===== src/rtl/uart_pkg.sv =====
// Shared defaults and state encoding for the UART transmit arbiter.
package uart_pkg;

    localparam int NUM_REQ_DEF        = 4;
    localparam int TIMEOUT_CYCLES_DEF = 1024;

    typedef enum logic {
        ST_IDLE   = 1'b0,
        ST_LOCKED = 1'b1
    } arb_state_t;

endpackage


===== src/rtl/rr_select.sv =====
// Round-robin priority pick: first set bit of req at or above rr_ptr, wrapping modulo N.
module rr_select #(
    parameter int N    = 4,
    parameter int ID_W = $clog2(N)
) (
    input  logic [N-1:0]    req,
    input  logic [ID_W-1:0] rr_ptr,
    output logic [ID_W-1:0] index,
    output logic            any
);

    int j;

    // Scan from the farthest offset down so the nearest hit is assigned last.
    always_comb begin
        index = rr_ptr;
        any   = 1'b0;
        j     = 0;
        for (int k = N - 1; k >= 0; k--) begin
            j = int'(rr_ptr) + k;
            if (j >= N) begin
                j = j - N;
            end
            if (req[j]) begin
                index = ID_W'(j);
                any   = 1'b1;
            end
        end
    end

endmodule


===== src/rtl/uart_tx_arbiter.sv =====
// Shares one UART transmitter between NUM_REQ byte sources; multi-byte messages lock the grant.
//
//   state     | meaning
//   ST_IDLE   | round-robin arbitration; single-byte messages complete here
//   ST_LOCKED | owner holds the transmitter until its last byte or an idle timeout
module uart_tx_arbiter
    import uart_pkg::*;
#(
    parameter int NUM_REQ        = NUM_REQ_DEF,
    parameter int TIMEOUT_CYCLES = TIMEOUT_CYCLES_DEF
) (
    input  logic                       clk,
    input  logic                       reset_n,
    input  logic [8*NUM_REQ-1:0]       req_data,
    input  logic [NUM_REQ-1:0]         req_valid,
    input  logic [NUM_REQ-1:0]         req_last,
    output logic [NUM_REQ-1:0]         req_ready,
    output logic [7:0]                 out_data,
    output logic                       out_valid,
    input  logic                       out_ready,
    output logic [$clog2(NUM_REQ)-1:0] grant_id,
    output logic                       locked,
    output logic                       timeout_pulse
);

    localparam int ID_W  = $clog2(NUM_REQ);
    localparam int CNT_W = $clog2(TIMEOUT_CYCLES) + 1;
    localparam logic [CNT_W-1:0] CNT_LAST = CNT_W'(TIMEOUT_CYCLES - 1);
    localparam logic [ID_W-1:0]  ID_LAST  = ID_W'(NUM_REQ - 1);

    arb_state_t      state, state_nxt;
    logic [ID_W-1:0] rr_ptr, rr_ptr_nxt;
    logic [ID_W-1:0] owner, owner_nxt;
    logic [ID_W-1:0] hold_id, hold_id_nxt;
    logic            hold_vld, hold_vld_nxt;
    logic [CNT_W-1:0] idle_cnt, idle_cnt_nxt;
    logic            timeout_nxt;

    logic [ID_W-1:0] rr_idx;
    logic            rr_any;
    logic [ID_W-1:0] winner;
    logic            has_winner;
    logic [7:0]      sel_data;
    logic            sel_valid;
    logic            sel_last;
    logic            xfer;

    function automatic logic [ID_W-1:0] wrap_inc(input logic [ID_W-1:0] idx);
        return (idx == ID_LAST) ? '0 : idx + 1'b1;
    endfunction

    rr_select #(
        .N    (NUM_REQ),
        .ID_W (ID_W)
    ) u_rr_select (
        .req    (req_valid),
        .rr_ptr (rr_ptr),
        .index  (rr_idx),
        .any    (rr_any)
    );

    // A stalled IDLE winner keeps the grant while it still presents its byte.
    always_comb begin
        if (state == ST_LOCKED) begin
            winner     = owner;
            has_winner = 1'b1;
        end else if (hold_vld && req_valid[hold_id]) begin
            winner     = hold_id;
            has_winner = 1'b1;
        end else begin
            winner     = rr_idx;
            has_winner = rr_any;
        end
    end

    always_comb begin
        sel_data  = '0;
        sel_valid = 1'b0;
        sel_last  = 1'b0;
        for (int i = 0; i < NUM_REQ; i++) begin
            if (winner == ID_W'(i)) begin
                sel_data  = req_data[8*i +: 8];
                sel_valid = req_valid[i];
                sel_last  = req_last[i];
            end
        end
    end

    always_comb begin
        req_ready = '0;
        for (int i = 0; i < NUM_REQ; i++) begin
            req_ready[i] = reset_n & has_winner & out_ready & (winner == ID_W'(i));
        end
    end

    assign out_data  = sel_data;
    assign out_valid = reset_n & has_winner & sel_valid;
    assign xfer      = out_valid & out_ready;
    assign grant_id  = winner;
    assign locked    = (state == ST_LOCKED);

    always_comb begin
        state_nxt    = state;
        rr_ptr_nxt   = rr_ptr;
        owner_nxt    = owner;
        idle_cnt_nxt = idle_cnt;
        hold_vld_nxt = 1'b0;
        hold_id_nxt  = hold_id;
        timeout_nxt  = 1'b0;
        case (state)
            ST_IDLE: begin
                idle_cnt_nxt = '0;
                if (xfer) begin
                    if (sel_last) begin
                        rr_ptr_nxt = wrap_inc(winner);
                    end else begin
                        state_nxt = ST_LOCKED;
                        owner_nxt = winner;
                    end
                end else if (out_valid) begin
                    hold_vld_nxt = 1'b1;
                    hold_id_nxt  = winner;
                end
            end
            ST_LOCKED: begin
                if (xfer && sel_last) begin
                    state_nxt    = ST_IDLE;
                    rr_ptr_nxt   = wrap_inc(owner);
                    idle_cnt_nxt = '0;
                end else if (sel_valid) begin
                    idle_cnt_nxt = '0;
                end else if (idle_cnt == CNT_LAST) begin
                    state_nxt    = ST_IDLE;
                    rr_ptr_nxt   = wrap_inc(owner);
                    idle_cnt_nxt = '0;
                    timeout_nxt  = 1'b1;
                end else begin
                    idle_cnt_nxt = idle_cnt + 1'b1;
                end
            end
            default: begin
                state_nxt = ST_IDLE;
            end
        endcase
    end

    always_ff @(posedge clk or negedge reset_n) begin
        if (!reset_n) begin
            state         <= ST_IDLE;
            rr_ptr        <= '0;
            owner         <= '0;
            idle_cnt      <= '0;
            hold_vld      <= 1'b0;
            hold_id       <= '0;
            timeout_pulse <= 1'b0;
        end else begin
            state         <= state_nxt;
            rr_ptr        <= rr_ptr_nxt;
            owner         <= owner_nxt;
            idle_cnt      <= idle_cnt_nxt;
            hold_vld      <= hold_vld_nxt;
            hold_id       <= hold_id_nxt;
            timeout_pulse <= timeout_nxt;
        end
    end

endmodule


===== config.mk =====
export PLATFORM = sky130hd
export DESIGN_NAME = uart_tx_arbiter
export DESIGN_NICKNAME = d
export VERILOG_FILES = /design/src/rtl/uart_pkg.sv /design/src/rtl/rr_select.sv /design/src/rtl/uart_tx_arbiter.sv
export SDC_FILE = /design/constraint.sdc
export NUM_CORES = 1
export LEC_CHECK = 0
export ABC_AREA = 1
export CAP_MARGIN = 20
export CORE_ASPECT_RATIO = 1.4
export CORE_MARGIN = 2
export CORE_UTILIZATION = 44
export DETAILED_ROUTE_END_ITERATION = 6
export PLACE_DENSITY = 0.85
export SYNTH_ARGS = -nofsm -noshare
export SYNTH_HDL_FRONTEND = slang
export SYNTH_SLANG_ARGS = --single-unit
export TNS_END_PERCENT = 50

===== constraint.sdc =====
create_clock -name clk -period 3.9 [get_ports clk]
set_input_delay 0.78 -clock clk [delete_from_list [all_inputs] [get_ports clk]]
set_output_delay 0.78 -clock clk [all_outputs]
set_load 0.03 [all_outputs]

==> results of run 1 <==
-- state kept, by name, indices dropped and copies added (netlist names) --
signal / count
hold_id: 2
timeout_pulse: 1
locked: 1
hold_vld: 1
owner: 2
rr_ptr: 2
idle_cnt: 11
-- cells in the mapped netlist --
| master | instances | area, um^2 |
|---|---|---|
| a21boi_0 | 1 | 7.51 |
| nand2_1 | 70 | 263 |
| nand3_2 | 4 | 40.0 |
| inv_1 | 26 | 97.6 |
| nand3b_1 | 1 | 7.51 |
| buf_6 | 1 | 11.3 |
| buf_1 | 1 | 3.75 |
| buf_2 | 4 | 20.0 |
| o21ai_2 | 5 | 43.8 |
| a211oi_1 | 1 | 7.51 |
| nor3_1 | 7 | 35.0 |
| ha_1 | 6 | 75.1 |
| nand3_1 | 17 | 85.1 |
| nor2_1 | 24 | 90.1 |
| nor2_8 | 1 | 20.0 |
| and2_1 | 1 | 6.26 |
| xnor2_1 | 2 | 17.5 |
| nor2_2 | 2 | 12.5 |
| o21ai_0 | 4 | 20.0 |
| nor3b_1 | 1 | 7.51 |
| inv_2 | 5 | 18.8 |
| a221oi_1 | 8 | 70.1 |
| o211ai_4 | 1 | 21.3 |
| or2_2 | 1 | 6.26 |
| nand2_4 | 1 | 11.3 |
| o31ai_1 | 8 | 60.1 |
| inv_4 | 1 | 6.26 |
| o211ai_1 | 1 | 7.51 |
| o21ai_1 | 2 | 10.0 |
| nand2_2 | 8 | 50.1 |
| nor2_4 | 2 | 22.5 |
| nand4_1 | 1 | 6.26 |
| clkbuf_1 | 1 | 3.75 |
| xor2_1 | 2 | 17.5 |
| dfrtp_1 | 20 | 500 |
| buf_4 | 1 | 7.51 |
| a21oi_1 | 7 | 35.0 |
-- cell families (layout without fill, tap and decap cells) --
group,after synthesis,in the layout,synth area share
AOI/OAI and AO/OA,38,38,0.164
xor gates and xnor gates,4,4,0.0203
and+or+nand+nor,141,141,0.384
adders and majority gates,6,6,0.0435
DFF,20,20,0.290
buffers and inverters,40,139,0.0979
-- final timing paths --
| check | startpoint | to | slack, ns | cells after the start |
|---|---|---|---|---|
| hold reg to reg | idle_cnt[10] | idle_cnt[10] | 0.52 | 2 |
| hold / removal | idle_cnt[10] | idle_cnt[10] | 0.52 | 2 |
| setup / recovery | req_valid[0] | hold_id[0] | 0.11 | 29 |
| min in group asynchronous | reset_n | idle_cnt[1] | 0.90 | 2 |
| setup reg to reg | hold_id[0] | hold_id[0] | 0.35 | 27 |
| max in group asynchronous | reset_n | rr_ptr[0] | 2.79 | 2 |
-- worst max-delay path: cells and delay by family --
| family | cells | cell delay [ns] |
|---|---|---|
| AO/OA/AOI/OAI | 3 | 0.40 |
| buffers and inverters | 22 | 2.48 |
| AND/OR/NAND/NOR | 4 | 0.34 |
-- power by group --
part	switching, mW	total [mW]	internal [mW]
combinational	1.43	2.47	1.04
sequential	0.0582	0.312	0.254
clock	0.0618	0.131	0.0687
total	1.55	2.92	1.36
-- metrics by stage --
step | hold slack, ns | worst slack [ns]
floorplan | 0.467 | -0.0990
global placement | 0.497 | -0.451
detailed placement | 0.499 | -0.517
CTS | 0.516 | 0.0825
global route | 0.544 | -0.0293
finish | 0.525 | 0.110
-- cell type report --
cell class | count | share of cell area
multi-input combinational | 189 | 0.438
timing repair buffer | 104 | 0.311
inverter | 32 | 0.0429
tap | 42 | 0.0184
sequential | 20 | 0.175
clock buffer | 3 | 0.0144
-- what timing repair did --
action / in CTS / in global routing
pin swaps: 7 / 10
resized for setup: 24 / 38
setup endpoints to repair: 9 / 10
cloned: 1 / 0
buffers inserted: 17 / 2
-- routing by layer --
metal / share of wire / vias to the layer above
met4: 0.034 / 0
met5: 0 / -
met3: 0.073 / 21
li1: - / 1012
met2: 0.54 / 109
met1: 0.35 / 999
-- placed cells by master (no fill, tap or decap), types with 4 or more instances in the layout --
master and count:
a21oi_1 5, a221oi_2 5, buf_4 54, buf_6 4, clkdlybuf4s50_1 42, dfrtp_1 20
ha_1 4, inv_1 23, inv_2 8, nand2_1 63, nand2_2 15, nand3_1 12
nand3_2 9, nor2_1 23, nor3_1 7, o21ai_2 5, o31ai_2 5
==> impl_metrics.toml, run 1 <==
[status]
status = "complete, no violations"

[worst_setup_path]
crit_path_max_incr_delay_ns = 0.20
worst_path_most_repeated_cell = "buf_4"
critPathKind = "in -> reg"
cpMaxStageDelayCell = "o21ai_2"
worstPathMaxFanout = 3
critical_path_arrival_ns = 3.99
endpoint_kind = "register"
crit_required_ns = 4.10
start_kind = "input pin"

[timing]
timing.fmax_mhz = 264
skew_ns = 0.00140
finalSetupTns_ns = 0
finalCritPeriodShare = 0.972
setup_violations = 0
worst_slew_pin_slew_ns = 0.316
slew_viol_final = 0
maxSlewHeadroom = 0.789
hold_viol_final = 0
period_minus_slack_ns = 3.79

[clock_tree]
htree_levels = 1
clkSlewWorstSetupHoldPaths_ns = 0.07
holdBufCountCts = 0
cts_buffer_depth = 2
clk_latency_ns = 0.25
cts_buffers = 3
cts_tree = "yes"
clock-sinks = 20
cts_root_buf = "clkbuf_8"

[cells_and_area]
final_util = 0.772
seq_area_um2 = 500
multi_input_area_um2 = 1250
insertedDiodeCount = 0
fill_cells = 245
fin_cells = 390
final_cell_area_um2 = 2860
drive_gt1_frac = 0.374
finalNetCount = 399
area_growth_pct = 65.8

[die]
dieArea_um2 = 4450
die_y_um = 78.1
pin_count = 60
num_rows = 26
fp.coreArea_um2 = 3710
initial_utilization = 0.465
die_w_um = 56.9

[global_route]
gr-max-usage-layer = "met2"
grt_pass1_wl_um = 9650
met1_usage = 0.259
grt.total_usage = 0.270
met2_usage = 0.548
grt_overflow_total = 0
antenna_found_initial = 0
gr-usage-met3 = 0.0412
grt_max_degree = 22
first_global_vias = 2240

[pwr]
ir_drop_uv = 924
p_per_area_nw_per_um2 = 1020
p_leak_nw = 1.38
power_mw = 2.92

[synthesis]
synth_nets = 298
synth_cell_type_count = 37
avgSynthCellArea_um2 = 6.93
synth_seq_cells = 20
ys.warnings.count = 0
netlist_instances = 249
netlist_area_um2 = 1730
seq_area_frac_synth = 0.290

[routing]
routed_wl_um = 6130
antenna_left = 0
post_drt_wl_per_cell_um = 15.7
dr.pass1.iters = 4
via_per_inst = 5.49
first_iter_violations = 94
via_count = 2141
route.detailed.drc = 0

[placed_design]
place_congestion = 0.955
place.port_buffers = 59
place_inst = 367
dpl_cell_area_um2 = 2500
dpl.hpwl_um = 3910

[flow_run]
max_cap_viol_count = 0

[hold_path]
hold_path_class = "reg -> reg"
No activity file was read; power rests on OpenSTA's default activity.
==> run 2, diff against run 1 <==
--- a/config.mk
+++ b/config.mk
@@ -9,9 +9,9 @@
 export CAP_MARGIN = 20
 export CORE_ASPECT_RATIO = 1.4
 export CORE_MARGIN = 2
-export CORE_UTILIZATION = 44
+export CORE_UTILIZATION = 46
 export DETAILED_ROUTE_END_ITERATION = 6
-export PLACE_DENSITY = 0.85
+export PLACE_DENSITY = 0.88
 export SYNTH_ARGS = -nofsm -noshare
 export SYNTH_HDL_FRONTEND = slang
 export SYNTH_SLANG_ARGS = --single-unit
==> run 2 against run 1 <==
Net effect: clock skew down 0.00081 ns; hold slack gained 0.0035 ns; worst setup slack improved by 0.074 ns; largest cell class unchanged.
==> impl_metrics.toml, run 2 (same netlist as run 1, synthesis figures left out) <==
[status]
status = "complete, no violations"

[die]
num_rows = 26
fp.coreArea_um2 = 3610
initial_utilization = 0.478
pin_count = 60
dieArea_um2 = 4260
die_w_um = 55.8
die_y_um = 76.5

[global_route]
first_global_vias = 2202
antenna_found_initial = 0
grt_max_degree = 21
grt.total_usage = 0.276
met1_usage = 0.279
grt_overflow_total = 0
met2_usage = 0.510
gr-usage-met3 = 0.0509
gr-max-usage-layer = "met2"
grt_pass1_wl_um = 9520

[placed_design]
dpl.hpwl_um = 4050
place.port_buffers = 59
place_congestion = 0.874

[cells_and_area]
insertedDiodeCount = 0
largest_register_ffs = 11
final_common_cell = "nand2_1"
drive_gt1_frac = 0.327
finalNetCount = 387
area_growth_pct = 64.0
final_cell_mix = "67 x nand2_1, 42 x clkdlybuf4s50_1, 38 x buf_4"
top_register = "idle_cnt"

[hold_path]
hold_path_class = "reg -> reg"
worstHoldStart = "owner[1]"
min_to = "owner[1]"
holdPathStages = 2

[timing]
hold_viol_final = 0
rsz0062_at_grt = "false"
period_minus_slack_ns = 3.72
skew_ns = 0.000595
finalCritPeriodShare = 0.953
slew_viol_final = 0
setup_violations = 0
worst_slew_pin_slew_ns = 0.486
timing.fmax_mhz = 269
finalSetupTns_ns = 0
maxSlewHeadroom = 0.675

[routing]
via_per_inst = 5.45
post_drt_wl_per_cell_um = 15.4
first_iter_violations = 83
dr.pass1.iters = 4
route.detailed.drc = 0
via_count = 2061
routed_wl_um = 5820
antenna_left = 0

[worst_setup_path]
worstPathMaxFanout = 8
rr_startpoint = "rr_ptr[0]"
reg2reg_depth = 22
crit_required_ns = 3.12
start_kind = "register"
r2r_end = "rr_ptr[1]"
critical_path_arrival_ns = 2.94
endpoint_kind = "output pin"
rrSetupSlack_ns = 0.76
critPathKind = "reg -> out"

[clock_tree]
clkSlewWorstSetupHoldPaths_ns = 0.07
holdBufCountCts = 0
cts_root_buf = "clkbuf_8"
cts_buffer_depth = 2
cts_buffers = 3
htree_levels = 1
cts_tree = "yes"
clk_latency_ns = 0.25
clock-sinks = 20

[flow_run]
max_cap_viol_count = 0

[pwr]
p_per_area_nw_per_um2 = 1040
p_seq_frac = 0.109
power.clock.fraction = 0.044
p_comb_frac = 0.846
ir_drop_uv = 872
p_leak_nw = 1.35
power_mw = 2.93
swShare = 0.526
p_sw_mw = 1.54
internal_power_mw = 1.39
run 2: cell types whose count changed in the layout (fill, tap and decap cells not counted), sizes merged:
cell / previous run / this run
buf: 59 / 45
clkbuf: 6 / 5
dlymetal6s2s: 0 / 2
nor2: 29 / 30
run 2: what timing repair did:
| action | CTS | global route |
|---|---|---|
| gates cloned | 1 | 0 |
| pin swaps | 9 | 7 |
| hold endpoints to repair | 0 | 0 |
| endpoints found under the setup margin | 10 | 12 |
| buffers inserted | 6 | 2 |
| resized for setup | 36 | 15 |
run 2: stage by stage:
step                      hold WS [ns]  instance area, um^2  worst slack [ns]  instances   util
after floorplan                  0.467                 1750           -0.0990        249      -
after detailed placement         0.518                 2490            -0.207        366  0.690
after global routing             0.547                 2830            0.0264        378  0.783
after CTS                        0.529                 2770           0.00945        376  0.768
after global placement           0.488                 2490            -0.126        366  0.690
final                            0.528                 2830             0.184        378  0.783
run 2: critical path, cell delays in order (launching register included):
cell and delay (ns):
dfrtp_2 0.52, inv_1 0.18, nand2_2 0.11, nand2_2 0.08, nand2_1 0.11, nand3_1 0.08, o21ai_1 0.15, nand2_1 0.07
nand2_1 0.07, nand3_2 0.09, nand2_4 0.14, ha_4 0.13, inv_2 0.06, buf_12 0.12, nor2_4 0.17, a221oi_2 0.08
o31ai_1 0.28, buf_4 0.21
run 2: worst max path at each step:
stage	cells after the start	slack, ns	startpoint	endpoint
6_report	17	0.18	rr_ptr[0]	out_data[7]
5_1_grt	19	0.03	rr_ptr[0]	out_data[5]
4_1_cts	20	0.009	req_valid[3]	out_data[4]
3_5_place_dp	23	-0.21	req_valid[1]	out_valid
3_3_place_gp	18	-0.13	req_valid[1]	out_data[0]
2_1_floorplan	16	-0.1	req_valid[3]	out_data[4]
run 2: per-layer routing:
metal	part of all wire	wire length, um
met4	0.044	253
met3	0.069	399
met5	0	0
met1	0.35	2040
met2	0.54	3120
run 2: power groups by stage:
stage          sequential, mW  combinational (mW)  clock (mW)
2_1_floorplan           0.304                1.30           0
3_3_place_gp            0.312                1.93           0
3_5_place_dp            0.315                1.97           0
4_1_cts                 0.313                2.36       0.132
5_1_grt                 0.326                2.65       0.139
6_report                0.320                2.48       0.130
run 2: layout make-up:
class,instances,area [um^2]
Multi-Input combinational cell,190,1270
Timing Repair Buffer,91,837
Fill cell,223,782
Sequential cell,20,502
Inverter,32,125
Tap cell,42,52.6
Clock buffer,3,41.3
